--- config.mk ---
export PLATFORM = sky130hd
export DESIGN_NAME = ezchips_step_conditioner
export DESIGN_NICKNAME = d
export VERILOG_FILES = /design/src/rtl/ezchips_pkg.sv /design/src/rtl/ezchips_debounce.sv /design/src/rtl/ezchips_step_conditioner.sv
export SDC_FILE = /design/constraint.sdc
export NUM_CORES = 1
export LEC_CHECK = 0
export BUFFER_PORTS_ARGS = -buffer_cell sky130_fd_sc_hd__buf_4
export CORE_ASPECT_RATIO = 0.9
export CORE_UTILIZATION = 61
export CTS_BUF_LIST = sky130_fd_sc_hd__clkbuf_8
export DETAILED_ROUTE_END_ITERATION = 8
export PLACE_DENSITY = 0.8
export SYNTH_ARGS = -nofsm -noshare
export SYNTH_HDL_FRONTEND = slang
export SYNTH_SLANG_ARGS = --single-unit
export TNS_END_PERCENT = 1
--- constraint.sdc ---
create_clock -name clk -period 1.8 [get_ports clk]
set_input_delay 0.18 -clock clk [delete_from_list [all_inputs] [get_ports clk]]
set_output_delay 0.18 -clock clk [all_outputs]
set_load 0.1 [all_outputs]
--- src/rtl/ezchips_pkg.sv ---
// Shared types and default timing constants for the ezchips button-conditioning blocks.
// Also provides a small helper used when sizing the auto-repeat counter.
package ezchips_pkg;

  typedef enum logic [1:0] {
    ST_IDLE,
    ST_PRESS,
    ST_REPEAT
  } step_state_t;

  localparam int DEBOUNCE_CYCLES_DEF = 50000;
  localparam int REPEAT_DELAY_DEF    = 5000000;
  localparam int REPEAT_RATE_DEF     = 1000000;

  function automatic int max_int(input int a, input int b);
    return (a > b) ? a : b;
  endfunction

endpackage

--- src/rtl/ezchips_debounce.sv ---
// Two-flop synchroniser followed by a restartable debounce filter; reusable for any push-button.
// The debounced level only changes after DEBOUNCE_CYCLES consecutive disagreeing samples.
module ezchips_debounce #(
  parameter int DEBOUNCE_CYCLES = ezchips_pkg::DEBOUNCE_CYCLES_DEF
) (
  input  logic clk,
  input  logic rst_n,
  input  logic i_btn_raw,
  output logic o_btn_level
);

  localparam int CNT_W = (DEBOUNCE_CYCLES > 2) ? $clog2(DEBOUNCE_CYCLES) : 1;
  localparam logic [CNT_W-1:0] CNT_LAST = CNT_W'(DEBOUNCE_CYCLES - 1);

  logic             r_sync1;
  logic             r_sync2;
  logic             r_level;
  logic [CNT_W-1:0] r_db_cnt;

  always_ff @(posedge clk or negedge rst_n) begin
    if (!rst_n) begin
      r_sync1  <= 1'b0;
      r_sync2  <= 1'b0;
      r_level  <= 1'b0;
      r_db_cnt <= '0;
    end else begin
      r_sync1 <= i_btn_raw;
      r_sync2 <= r_sync1;
      // Any agreeing sample restarts the window, so short glitches never get through.
      if (r_sync2 == r_level) begin
        r_db_cnt <= '0;
      end else if (r_db_cnt == CNT_LAST) begin
        r_level  <= r_sync2;
        r_db_cnt <= '0;
      end else begin
        r_db_cnt <= r_db_cnt + CNT_W'(1);
      end
    end
  end

  assign o_btn_level = r_level;

endmodule

--- src/rtl/ezchips_step_conditioner.sv ---
// Button -> count-step conditioner: debounce, rising-edge detect and optional hold auto-repeat.
// Build with EZCHIPS_AUTO_REPEAT_EN defined to enable auto-repeat; otherwise one pulse per press.
module ezchips_step_conditioner
  import ezchips_pkg::*;
#(
  parameter int DEBOUNCE_CYCLES = DEBOUNCE_CYCLES_DEF,
  parameter int REPEAT_DELAY    = REPEAT_DELAY_DEF,
  parameter int REPEAT_RATE     = REPEAT_RATE_DEF
) (
  input  logic clk,
  input  logic rst_n,
  input  logic ena,
  input  logic btn_raw,
  output logic step_pulse,
  output logic btn_level,
  output logic held
);

  // Out-of-range timing makes the counters meaningless, so such an instance never steps.
  localparam bit CFG_OK = (DEBOUNCE_CYCLES >= 2) && (REPEAT_DELAY >= 2) && (REPEAT_RATE >= 2);

  logic        w_btn_level;
  logic        w_rise;
  logic        w_ena;
  logic        r_btn_level_q;
  logic        r_step_pulse;
  step_state_t r_state;

  ezchips_debounce #(
    .DEBOUNCE_CYCLES(DEBOUNCE_CYCLES)
  ) u_debounce (
    .clk        (clk),
    .rst_n      (rst_n),
    .i_btn_raw  (btn_raw),
    .o_btn_level(w_btn_level)
  );

  always_ff @(posedge clk or negedge rst_n) begin
    if (!rst_n) begin
      r_btn_level_q <= 1'b0;
    end else begin
      r_btn_level_q <= w_btn_level;
    end
  end

  assign w_rise = w_btn_level & ~r_btn_level_q;
  assign w_ena  = ena & CFG_OK;

`ifdef EZCHIPS_AUTO_REPEAT_EN
  localparam int RPT_W = $clog2(max_int(REPEAT_DELAY, REPEAT_RATE));
  localparam logic [RPT_W-1:0] DELAY_LAST = RPT_W'(REPEAT_DELAY - 1);
  localparam logic [RPT_W-1:0] RATE_LAST  = RPT_W'(REPEAT_RATE - 1);

  logic [RPT_W-1:0] r_rpt_cnt;

  always_ff @(posedge clk or negedge rst_n) begin
    if (!rst_n) begin
      r_state      <= ST_IDLE;
      r_step_pulse <= 1'b0;
      r_rpt_cnt    <= '0;
    end else begin
      r_step_pulse <= 1'b0;
      if (!w_ena) begin
        r_state   <= ST_IDLE;
        r_rpt_cnt <= '0;
      end else begin
        case (r_state)
          ST_IDLE: begin
            if (w_rise) begin
              r_state      <= ST_PRESS;
              r_step_pulse <= 1'b1;
              r_rpt_cnt    <= '0;
            end
          end
          ST_PRESS: begin
            // Release is tested first so a falling level beats a terminal count.
            if (!w_btn_level) begin
              r_state <= ST_IDLE;
            end else if (r_rpt_cnt == DELAY_LAST) begin
              r_state      <= ST_REPEAT;
              r_step_pulse <= 1'b1;
              r_rpt_cnt    <= '0;
            end else begin
              r_rpt_cnt <= r_rpt_cnt + RPT_W'(1);
            end
          end
          ST_REPEAT: begin
            if (!w_btn_level) begin
              r_state <= ST_IDLE;
            end else if (r_rpt_cnt == RATE_LAST) begin
              r_step_pulse <= 1'b1;
              r_rpt_cnt    <= '0;
            end else begin
              r_rpt_cnt <= r_rpt_cnt + RPT_W'(1);
            end
          end
          default: begin
            r_state   <= ST_IDLE;
            r_rpt_cnt <= '0;
          end
        endcase
      end
    end
  end

  assign held = (r_state == ST_REPEAT);
`else
  always_ff @(posedge clk or negedge rst_n) begin
    if (!rst_n) begin
      r_state      <= ST_IDLE;
      r_step_pulse <= 1'b0;
    end else begin
      r_step_pulse <= 1'b0;
      if (!w_ena) begin
        r_state <= ST_IDLE;
      end else begin
        case (r_state)
          ST_IDLE: begin
            if (w_rise) begin
              r_state      <= ST_PRESS;
              r_step_pulse <= 1'b1;
            end
          end
          ST_PRESS: begin
            if (!w_btn_level) begin
              r_state <= ST_IDLE;
            end
          end
          default: r_state <= ST_IDLE;
        endcase
      end
    end
  end

  assign held = 1'b0;
`endif

  assign step_pulse = r_step_pulse;
  assign btn_level  = w_btn_level;

endmodule
==> results of run 1 <==
power by group through the flow:
stage / Clock (mW) / Sequential (mW) / Combinational [mW]
2_1_floorplan: 0 / 0.517 / 0.0261
3_3_place_gp: 0 / 0.518 / 0.0396
3_5_place_dp: 0 / 0.518 / 0.0406
4_1_cts: 0.349 / 0.509 / 0.0428
5_1_grt: 0.367 / 0.510 / 0.0469
6_report: 0.339 / 0.509 / 0.0416
worst max path at each step:
stage	slack, ps	end	cells past startpoint	startpoint
2_1_floorplan	170	u_debounce.r_db_cnt[10]	4	u_debounce.o_btn_level
3_5_place_dp	250	u_debounce.r_db_cnt[12]	5	u_debounce.r_db_cnt[0]
5_1_grt	80	u_debounce.r_db_cnt[3]	5	u_debounce.r_db_cnt[0]
3_3_place_gp	290	u_debounce.r_db_cnt[12]	4	u_debounce.r_db_cnt[4]
4_1_cts	240	u_debounce.r_db_cnt[12]	5	u_debounce.r_db_cnt[0]
6_report	250	u_debounce.r_db_cnt[8]	5	u_debounce.r_db_cnt[0]
logic make-up (layout without fill, tap and decap cells):
| logic type | Yosys count | count (layout) | synth area share |
|---|---|---|---|
| muxes | 1 | 1 | 0.0108 |
| adders and majority gates | 1 | 1 | 0.0120 |
| and+or+nand+nor | 45 | 45 | 0.281 |
| other | 1 | 1 | 0.00360 |
| buffers and inverters | 6 | 14 | 0.0324 |
| xor gates and xnor gates | 15 | 15 | 0.126 |
| DFF | 22 | 22 | 0.529 |
| AOI/OAI and AO/OA | 1 | 1 | 0.00480 |
layout make-up:
class / instances / area, sq um
tap: 22 / 27.5
fill: 113 / 360
clock buffer: 4 / 55.1
multi-input combinational: 64 / 457
timing repair buffer: 6 / 47.5
sequential: 22 / 551
inverter: 4 / 15.0
cell usage after synthesis:
cell,instances
a21oi_1,1
and3_1,2
and4b_1,1
buf_4,1
buf_6,1
conb_1,1
dfrtp_1,22
ha_1,1
inv_1,4
mux2_2,1
nand2_1,3
nand2_2,1
nand3_1,5
nand3_4,1
nand4_1,2
nand4_2,1
nand4_4,1
nor2_1,14
nor2_2,3
nor3_1,5
nor4_2,4
nor4b_1,2
xnor2_1,12
xor2_1,3
state kept, by name, summed over array words and instances, names as in the netlist:
signal and flops:
r_btn_level_q 1, u_debounce.r_db_cnt 16, u_debounce.r_sync1 1, r_state 1
u_debounce.r_sync2 1, u_debounce.o_btn_level 1, step_pulse 1
layer usage:
metal,GRT usage,vias to the layer above
met5,0,-
met4,0.0758,0
met3,0.0661,4
met2,0.368,15
met1,0.291,337
li1,-,324
timing repair:
item | 4_1_cts | 5_1_grt
setup endpoints to repair | 0 | 0
hold endpoints to repair | 22 | 0
hold buffers | 1 | 0
==> results.md, run 1 <==
* Hold_ws at 29.2 ps
* Leakage at 0.485 nW
* Worst setup EP type: flop
* Ports at 7
* Switching power at 181 uW
* Sw Share at 0.204
* Worst min path class: in -> reg
* Fin. Hold Viols at 0
* Via count of the first global-routing pass at 668
* PD cells at 772 nW/um^2
* CP max FO at 15
* Status: finished clean
* # DRC at 0
* Worst Hold Depth at 1
* Hold path start: btn_raw
* Total power at 889 uW
* TritonCTS clock tree: done
* Yosys reg bits at 22
* Seq/Total Area, Yosys at 0.529
* DRT Wirelength at 1720 um
* Cell Int Power at 708 uW
* DRT Pass-1 Iters at 4
* Min-Delay Endpoint: u_debounce.r_sync1
* Setup Fix Bufs, Post-CTS at 0
* Top layer in use: met4
* Final cell count without fillers at 122
* DIE AREA at 1880 sq um
* Biggest cell delay along the critical path at 410 ps
* Crit Path Class: reg -> reg
* Final setup margin at 251 ps
* Worst-skew pair later-pin latency at 250 ps
* Routability cong. at 0.783
* Met2 WL at 798 um
* Slowest stage cell on the critical path: dfrtp_1
* Vias per cell at 5.57
* Antenna violations before repair at 0
* Mean post-synth cell area at 11.3 sq um
* Vias at 680
* Synthesis-to-finish area growth at 10.7%
* Core ar. at 1510 sq um
* DP Worst Slack at 254 ps
* Area of placed instances at 1090 sq um
* Routed Antenna Nets at 0
* Ant diodes at 0
* Wire length per cell at 14.1 um
* First-pass GRT wire length at 2860 um
* Cell variety after synth at 24
* Met3 wire len at 68 um
* DP Wirelength at 1200 um
* Period utilization at 0.860
* Most frequent cells in the layout: 22 x dfrtp_1, 14 x nor2_1, 12 x xnor2_1
* Worst EP arrival at 1680 ps
* Die width at 45.5 um
* R2R Path Start: u_debounce.r_db_cnt[0]
* Setup slack, reg-to-reg at 250 ps
* Metal-1 WL at 835 um
* Layout cells sized above 1 at 0.210
* Final instance area at 1150 sq um
* Commonest non-fill, non-tap cell in the layout: dfrtp_1
* Top Family by Delay on Critical Path: simple AND/OR/NAND/NOR gates
* Largest net degree at the start of global routing at 23
* Flop pwr share at 0.572
* H-tree levels at 1
* Synth warn at 0
* Rows at 13
* Clock Sinks at 22
* Critical-path cell list: ha_1 > and3_1 > nand4_1 > nand2_2 > nor2_1
* Total of max-cap violations at 0
* Worst R2R End: u_debounce.r_db_cnt[8]
* Root Buffer Master: clkbuf_8
* Post_cts resized at 0
* Die H at 41.2 um
* Final core utilization at 0.762
* Final Setup Violations at 0
* Unrepaired setup endpoints after global routing: false
* Min Tclk post-route at 1550 ps
* Comb power frac at 0.047
* Initial Util at 0.688
* Pins over their slew limit at 0
* GRT overflow at 0
* TritonCTS Buffers at 3
* Synth Cell Area at 1040 sq um
* Peak VDD IR at 0.845 mV
* Startpoint types: flop
* Nets at 106
* DP Cell Count at 117
* Clock power share at 0.381
* CTS max path bufs at 2
* Worst Path Required at 1930 ps
* Synth top area share at 0.529
* Syn Nets at 97
* FF-to-FF path depth at 5
* Post-Route Skew at 3.77 ps
* Max frequency at 646 MHz
* Post-synth top area cell: dfrtp_1
* First DRT Iteration DRCs at 21
* Setup TNS at 0 ps
* GR Util All Layers at 0.226
* Top area cells in the synthesized netlist: dfrtp_1 53%, xnor2_1 10%, nor2_1 5.0%
* Gate Count Post-Synth at 92
* Clock-pin slew on the worst setup and hold paths at 70 ps
* Buf/Inv on CP at 0
* Port Buffers at 5
(Power assumes the default switching activity.)
==> inputs of run 2 (changes only) <==
ABC_CLOCK_PERIOD_IN_PS = 1800   (was default)
CORE_MARGIN = 4   (was default)
==> run 2 against run 1 <==
Compared with the run above:
- worst setup slack lost 10 ps
- clock skew is essentially flat
- wire length is 0.29% higher
- final area increased by 1.4%
- die area up 30%
- maximum frequency fell by 0.65%
- first-iteration DRC count down 24%
- sequential cell count stayed put
- clock-buffer cell count shrank 1
- critical path type unchanged
==> results.md, run 2 (synthesis gave the netlist of run 1 again) <==
* Startpoint types: flop
* Status: finished clean
* Unrepaired setup endpoints after global routing: false
* Period utilization at 0.866 (+0.00565)
* Wire length per cell at 14.2 um (+0.29%)
* Total of max-cap violations at 0 (unchanged)
* TritonCTS Buffers at 3 (unchanged)
* Fin. Hold Viols at 0 (unchanged)
* Initial Util at 0.681 (-0.00732)
* Peak VDD IR at 0.683 mV (-19%)
* Flop pwr share at 0.505 (-0.067)
* Port Buffers at 5 (unchanged)
* Routability cong. at 0.804 (+2.6%)
* Worst setup EP type: flop
* Sw Share at 0.195 (-0.00860)
* Core ar. at 1530 sq um (+1.1%)
* Routed Antenna Nets at 0 (unchanged)
* First-pass GRT wire length at 3110 um (+8.9%)
* CP max FO at 15 (unchanged)
* Clock Sinks at 22 (unchanged)
* Comb power frac at 0.040 (-0.007)
* Reg with most FFs: u_debounce.r_db_cnt
* Worst-skew pair later-pin latency at 260 ps (about the same)
* Worst EP arrival at 1700 ps (+20 ps)
* Hold_ws at 15.2 ps (-14.1 ps)
* Vias at 699 (+2.8%)
* DRT Wirelength at 1730 um (+0.29%)
* Switching power at 196 uW (+8.4%)
* Worst Path Required at 1940 ps (about the same)
* Crit Path Class: reg -> reg
* First DRT Iteration DRCs at 16 (-24%)
* DIE AREA at 2430 sq um (+30%)
* Final Setup Violations at 0 (unchanged)
* Clock-pin slew on the worst setup and hold paths at 80 ps (about the same)
* Max frequency at 641 MHz (-0.65%)
* Setup TNS at 0 ps (unchanged)
* Root Buffer Master: clkbuf_8
* DP Wirelength at 1140 um (-4.3%)
* Ant diodes at 0 (unchanged)
* Antenna violations before repair at 0 (unchanged)
* CTS max path bufs at 2 (unchanged)
* GR Util All Layers at 0.184 (-0.0424)
* Hold_buf cts at 1 (unchanged)
* TritonCTS clock tree: done
* PD cells at 861 nW/um^2 (+12%)
* Vias per cell at 5.73 (+2.8%)
* Worst Hold Depth at 1 (unchanged)
* Commonest non-fill, non-tap cell in the layout: dfrtp_1
* Min Tclk post-route at 1560 ps (+10.2 ps)
* Clock power share at 0.454 (+0.073)
* Post-Route Skew at 3.49 ps (-0.276 ps)
* Total power at 1.01 mW (+13%)
* Layout cells sized above 1 at 0.210 (unchanged)
* Most frequent cells in the layout: 22 x dfrtp_1, 14 x nor2_1, 12 x xnor2_1
* Die width at 51.5 um (+13%)
* Via count of the first global-routing pass at 701 (+4.9%)
* Nets at 106 (unchanged)
* # DRC at 0 (unchanged)
* Area of placed instances at 1090 sq um (unchanged)
* Final instance area at 1170 sq um (+1.4%)
* FF-to-FF path depth at 5 (unchanged)
* GRT overflow at 0 (unchanged)
* Die H at 47.2 um (+15%)
* DRT Pass-1 Iters at 4 (unchanged)
* Rows at 13 (unchanged)
* Pins over their slew limit at 0 (unchanged)
* Post_cts resized at 0 (unchanged)
* Ports at 7 (unchanged)
* Leakage at 0.492 nW (+1.4%)
* Setup Fix Bufs, Post-CTS at 0 (unchanged)
* Synthesis-to-finish area growth at 12.3%
* Largest net degree at the start of global routing at 23 (unchanged)
* Worst min path class: in -> reg
* H-tree levels at 1 (unchanged)
* Cell Int Power at 810 uW (+14%)
* Max reg flops at 16 (unchanged)
[run 2: path summary, 6_finish.rpt]
check | start | end | slack, ps
max | u_debounce.r_db_cnt[0] | u_debounce.r_db_cnt[11] | 240
min | btn_raw | u_debounce.r_sync1 | 20
max reg2reg | u_debounce.r_db_cnt[0] | u_debounce.r_db_cnt[11] | 240
min reg2reg | u_debounce.r_sync1 | u_debounce.r_sync2 | 350
max in group asynchronous | rst_n | u_debounce.r_db_cnt[14] | 1260
min in group asynchronous | rst_n | u_debounce.r_sync2 | 330
[run 2: critical path, stage by stage (launching register included)]
cell and delay [ps]:
dfrtp_1 410, ha_1 220, and3_1 240, nand4_1 160
nand2_2 300, nor2_1 100
[run 2: final cells by class]
class                           count  area (sq um)
Clock buffer                        3          41.3
Clock inverter                      1          30.0
Multi-Input combinational cell     64           457
Fill cell                         118           360
Timing Repair Buffer                6          47.5
Inverter                            4          15.0
Sequential cell                    22           551
Tap cell                           22          27.5
[run 2: per-layer routing]
layer	wire length (um)	share of wire	global-route usage	up-vias
li1	-	-	-	326
met5	0	0	0	-
met3	71	0.041	0.0698	5
met4	25	0.014	0.105	0
met2	823	0.48	0.272	10
met1	807	0.47	0.235	358
[run 2: power by group through the flow]
stage	combinational, mW	sequential [mW]	clock, mW
4_1_cts	0.0417	0.509	0.466
3_3_place_gp	0.0397	0.518	0
6_report	0.0406	0.509	0.457
2_1_floorplan	0.0261	0.517	0
5_1_grt	0.0452	0.510	0.490
3_5_place_dp	0.0393	0.519	0
[run 2: stage by stage]
stage               cells  setup WS (ps)   util
finish                122            241  0.764
CTS                   122            233  0.764
global route          122            142  0.764
detailed placement    117            249  0.711
floorplan              92            172      -
global placement      117            292  0.711
